$ cat config.mk
export PLATFORM = sky130hd
export DESIGN_NAME = deserializer
export DESIGN_NICKNAME = d
export VERILOG_FILES = /design/src/rtl/serdes_pkg.sv /design/src/rtl/deserializer_out_buf.sv /design/src/rtl/deserializer.sv
export SDC_FILE = /design/constraint.sdc
export NUM_CORES = 1
export LEC_CHECK = 0
export BUFFER_PORTS_ARGS = -buffer_cell sky130_fd_sc_hd__clkbuf_2
export CAP_MARGIN = 25
export CORE_AREA = 2 2 369 280
export CTS_CLUSTER_SIZE = 20
export DETAILED_ROUTE_END_ITERATION = 10
export DIE_AREA = 0 0 371 282
export PLACE_DENSITY = 0.62
export SYNTH_ARGS = -nofsm -noshare
export SYNTH_HDL_FRONTEND = slang
export SYNTH_HIERARCHICAL = 1
export SYNTH_SLANG_ARGS = --single-unit
$ cat constraint.sdc
create_clock -name clk -period 8.8 [get_ports clk]
set_clock_uncertainty 0.15 [all_clocks]
set_input_delay 1.76 -clock clk [delete_from_list [all_inputs] [get_ports clk]]
set_output_delay 1.76 -clock clk [all_outputs]
set_load 0.03 [all_outputs]
$ cat src/rtl/serdes_pkg.sv
// rtl/serdes_pkg.sv - shared widths, segment-count helper and FILL/PEND state enum for serializer/deserializer
package serdes_pkg;

    localparam int unsigned DEF_NARROW_W = 32;
    localparam int unsigned DEF_WIDE_W   = 512;

    function automatic int unsigned seg_count(input int unsigned narrow_w, input int unsigned wide_w);
        return wide_w / narrow_w;
    endfunction

    typedef enum logic {
        FILL = 1'b0,
        PEND = 1'b1
    } serdes_state_t;

endpackage

$ cat src/rtl/deserializer_out_buf.sv
// rtl/deserializer_out_buf.sv - output word register with data_ready/read_data handshake
module deserializer_out_buf #(
    parameter int unsigned width = 512
) (
    input  logic             clk,
    input  logic             reset,
    input  logic             load,
    input  logic [width-1:0] load_data,
    input  logic             read_data,
    output logic             data_ready,
    output logic [width-1:0] data_out,
    output logic             accept
);

    // Free now, or freed by a consume on this very edge (back-to-back words without a bubble).
    assign accept = !data_ready || read_data;

    always_ff @(posedge clk or negedge reset) begin
        if (!reset) begin
            data_ready <= 1'b0;
            data_out   <= '0;
        end else if (load) begin
            data_ready <= 1'b1;
            data_out   <= load_data;
        end else if (read_data) begin
            data_ready <= 1'b0;
        end
    end

endmodule

$ cat src/rtl/deserializer.sv
// rtl/deserializer.sv - narrow-beat to wide-word deserializer, LSB-first; optional overflow port via DESERIALIZER_OVERFLOW_EN
module deserializer
    import serdes_pkg::*;
#(
    parameter int unsigned in_bit_width  = DEF_NARROW_W,
    parameter int unsigned out_bit_width = DEF_WIDE_W
) (
    input  logic                     clk,
    input  logic                     reset,
    input  logic                     write_data,
    input  logic [in_bit_width-1:0]  data_in,
    output logic                     data_ready,
    input  logic                     read_data,
    output logic [out_bit_width-1:0] data_out
`ifdef DESERIALIZER_OVERFLOW_EN
    ,
    output logic                     overflow
`endif
);

    localparam int unsigned N     = seg_count(in_bit_width, out_bit_width);
    localparam int unsigned CNT_W = (N > 1) ? $clog2(N) : 1;
    localparam logic [CNT_W-1:0] LAST_SEG = CNT_W'(N - 1);

    generate
        if ((out_bit_width % in_bit_width) != 0 || N < 2) begin : g_bad_ratio
            $error("deserializer: out_bit_width must be an integer multiple (>=2) of in_bit_width");
        end
    endgenerate

    serdes_state_t            state_q, state_d;
    logic [CNT_W-1:0]         cnt_q, cnt_d;
    logic [out_bit_width-1:0] asm_q, asm_d;
    logic [out_bit_width-1:0] merged;
    logic [out_bit_width-1:0] load_word;
    logic                     load;
    logic                     accept;

    always_ff @(posedge clk or negedge reset) begin
        if (!reset) begin
            state_q <= FILL;
            cnt_q   <= '0;
            asm_q   <= '0;
        end else begin
            state_q <= state_d;
            cnt_q   <= cnt_d;
            asm_q   <= asm_d;
        end
    end

    always_comb begin
        state_d   = state_q;
        cnt_d     = cnt_q;
        asm_d     = asm_q;
        load      = 1'b0;
        load_word = asm_q;
        merged    = asm_q;
        merged[32'(cnt_q) * in_bit_width +: in_bit_width] = data_in;
        case (state_q)
            FILL: begin
                if (write_data) begin
                    if (cnt_q == LAST_SEG) begin
                        cnt_d = '0;
                        if (accept) begin
                            load      = 1'b1;
                            load_word = merged;
                        end else begin
                            asm_d   = merged;
                            state_d = PEND;
                        end
                    end else begin
                        asm_d = merged;
                        cnt_d = cnt_q + 1'b1;
                    end
                end
            end
            PEND: begin
                // Incoming beats are dropped here; the completed word waits for the output slot.
                if (accept) begin
                    load    = 1'b1;
                    state_d = FILL;
                end
            end
            default: state_d = FILL;
        endcase
    end

    deserializer_out_buf #(
        .width(out_bit_width)
    ) u_out_buf (
        .clk       (clk),
        .reset     (reset),
        .load      (load),
        .load_data (load_word),
        .read_data (read_data),
        .data_ready(data_ready),
        .data_out  (data_out),
        .accept    (accept)
    );

`ifdef DESERIALIZER_OVERFLOW_EN
    logic drop_beat;
    assign drop_beat = (state_q == PEND) && write_data;

    always_ff @(posedge clk or negedge reset) begin
        if (!reset) begin
            overflow <= 1'b0;
        end else if (drop_beat) begin
            overflow <= 1'b1;
        end
    end
`endif

endmodule

==> results by group <==
Status
  – Status: finished, final reports clean

Floorplanning
  – Row count: 101
  – Core area: 0.101 mm²
  – Chip Width: 371 µm
  – Ports: 549
  – Die area: 0.105 mm²
  – Initial Utilization: 44.8%
  – Die Y: 282 µm

Layout
  – Syn-to-layout area delta: 16.2%
  – Design area: 0.0524 mm²
  – Layout cells sized above 1: 64.5%
  – # nets final: 3471
  – Layout filler cell count: 8394

STA
  – Endpoints failing hold: 0
  – WHS: 0.317 ns
  – F_max: 222 MHz
  – Tmin final: 4.50 ns
  – Tcrit/Tclk final: 51.1%
  – Max-slew headroom: 24.6%
  – Final slew viol count: 0
  – Slew @ Worst Pin: 1.13 ns
  – Setup TNS: 0 ns
  – Unrepaired setup endpoints after global routing: false
  – Setup Viol. Count Final: 0

Drt
  – TritonRoute pass-1 iters: 5
  – Initial DRC Count: 1345
  – DRT Wirelength: 122000 µm
  – Wirelength per Cell: 25.2 µm
  – Post-DRT Antenna Nets: 0
  – Vias: 26100
  – DRC viols: 0
  – Via/cell ratio: 5.38

Logic synthesis
  – Syn Std Cell Area: 0.0451 mm²
  – Synth Area in XOR/XNOR: 0.0554%
  – Top post-synthesis cells by area: dfrtp_1, mux2_2, buf_6
  – Cell with the most instances after synthesis: mux2_2
  – Synth Area in Adders: 0.0832%
  – FF+latch count, synth: 1030
  – Syn nets: 3026
  – Mux contribution to synthesized area: 36.7%
  – Syn Inst Count: 2987
  – Post-synth top cells: mux2_2, dfrtp_1, clkbuf_1
  – Async S/R FF share, synth: 100%
  – Yosys warnings: 6
  – Synth Area in Simple Gates: 2.23%
  – Post-synthesis cell type count: 44
  – Avg Inst Size Synth: 15.1 µm²
  – Post-synth top area share: 57.1%
  – Synth Area in Compound Gates: 0.324%
  – Sequential-to-total area share from yosys stat: 57.1%
  – Largest family of logic cells by synthesized area: multiplexers
  – Top_reg_cell synth: dfrtp_1
  – Cell taking the most area after synthesis: dfrtp_1
  – Post-synth EDFFs: 0

GRT
  – Vias in the first global route: 27900
  – First-pass GRT wire length: 182000 µm
  – Antenna violations before repair: 4
  – GRT Util Overall: 23.3%
  – Grt ovf: 0
  – Largest net degree at the start of global routing: 185

Pwr
  – Pleak: 26.7 nW
  – Total power: 17.7 mW
  – P_sw: 6.07 mW
  – Sequential power share: 40.8%
  – PwrDens: 337 mW/mm²
  – Maximum VDD drop: 185 µV
  – Sw frac: 34.3%
  – Int Pwr: 11.6 mW
  – Clk pwr share: 26.2%
  – Logic gate share of total power: 33.0%

Setup path
  – R2R Setup Slk: 4.79 ns
  – Worst path required time: 9.19 ns
  – Crit. End Element: flop
  – Worst EP arrival: 4.89 ns
  – Startpoint Class: input pin
  – Crit-path max FO: 32
  – Crit path kind: in2reg

Clocking
  – CTS tree: yes
  – Post-CTS Setup Bufs: 0
  – Clock Tree Root: clkbuf_16
  – H-tree levels: 3
  – Post-cts repair resize count: 0
  – Post-cts hold buffer count: 0
  – Clock latency on the worst-skew pair: 0.68 ns
  – Reg clk slew, reported paths: 0.06 ns
  – Clock Sinks: 1030
  – Total CTS buffers: 105
  – Clock Tree Buf Depth: 3

Placed design
  – Detailed placement HPWL: 79300 µm
  – PortBufs: 548
  – Placer Congestion: 0.838
  – Dpl cell area: 0.0487 mm²

Min path
  – Hold WC Path Type: reg2reg

Run
  – Max Cap Violations: 0
[power by group through the flow]
| stage | sequential [mW] | combinational (mW) | clock [mW] |
|---|---|---|---|
| global placement | 7.20 | 5.73 | 0 |
| floorplan | 8.45 | 2.77 | 0 |
| finish | 7.23 | 5.83 | 4.63 |
| detailed placement | 7.30 | 5.89 | 0 |
| global route | 7.42 | 6.22 | 4.93 |
| CTS | 7.23 | 5.91 | 4.74 |
[area by class of cell]
| cell class | instances | area [µm²] | area share (%) |
|---|---|---|---|
| clock inverters | 38 | 447 | 0.852 |
| diodes | 3 | 7.51 | 0.0143 |
| inverters | 4 | 15.0 | 0.0286 |
| repair buffers | 600 | 3450 | 6.59 |
| multi-input cells | 1691 | 17900 | 34.1 |
| clock buffers | 155 | 3170 | 6.04 |
| flip-flops and latches | 1030 | 25800 | 49.2 |
| well taps | 1339 | 1680 | 3.19 |
[flip-flops by register name, indices dropped and copies added, names as in the netlist]
signal and cells:
asm_q 512, u_out_buf/data_out 512, cnt_q 4, state_q 1
u_out_buf/data_ready 1
[cells in the final DEF, fill, tap and decap left out, types with 4 or more instances in the layout]
master and n:
a21oi_1 4, and2_1 32, buf_12 20, buf_4 29
bufinv_16 9, clkbuf_1 17, clkbuf_16 107, clkbuf_2 547
clkbuf_8 31, clkinv_2 23, dfrtp_1 1030, inv_1 4
mux2_1 22, mux2_2 1450, nand2_1 70, nand2_2 17
nand2b_1 6, nand3_1 32, nand3_2 8, nor2_1 8
[through the flow]
| step | setup slack, ns | util, % | cells |
|---|---|---|---|
| 3_3_place_gp | 3.72 | 48.1 | 4649 |
| 2_1_floorplan | 4.82 | - | 2987 |
| 4_1_cts | 4.30 | 52.0 | 4853 |
| 6_report | 4.30 | 52.1 | 4860 |
| 3_5_place_dp | 3.56 | 48.4 | 4660 |
| 5_1_grt | 4.17 | 52.1 | 4857 |
[critical path: stages]
cell	delay [ns]
clkbuf_2	0.07
nand2b_1	0.26
nand4_1	0.48
nor3_1	0.66
and2_2	0.94
mux2_2	0.42
mux2_2	0.27
[final timing paths]
kind / depth (start not counted) / endpoint / startpoint
worst max register to register: 9 / u_out_buf/data_out[404] / cnt_q[0]
min in group asynchronous: 1 / u_out_buf/data_out[457] / reset
worst max-delay path: 7 / u_out_buf/data_out[240] / read_data
max in group asynchronous: 3 / asm_q[103] / reset
worst min-delay path: 2 / asm_q[13] / asm_q[13]
worst min register to register: 2 / asm_q[13] / asm_q[13]
[cell families (layout without fill, tap and decap cells)]
group / after synthesis / count (layout)
xor+xnor: 2 / 2
compound gates: 15 / 15
buf+inv: 266 / 797
flops: 1030 / 1030
fa+ha+maj: 3 / 3
mux: 1472 / 1472
other cells: 0 / 3
simple gates: 199 / 199
[per-layer routing]
layer / global-route usage, % / share of wire [%] / vias to the layer above
met1: 31.3 / 45 / 13900
met3: 5.08 / 5.1 / 194
met5: 0 / 0 / -
met4: 6.88 / 2.8 / 0
met2: 38.0 / 47 / 599
li1: - / - / 11500
Power figures use the tool's default switching activity.
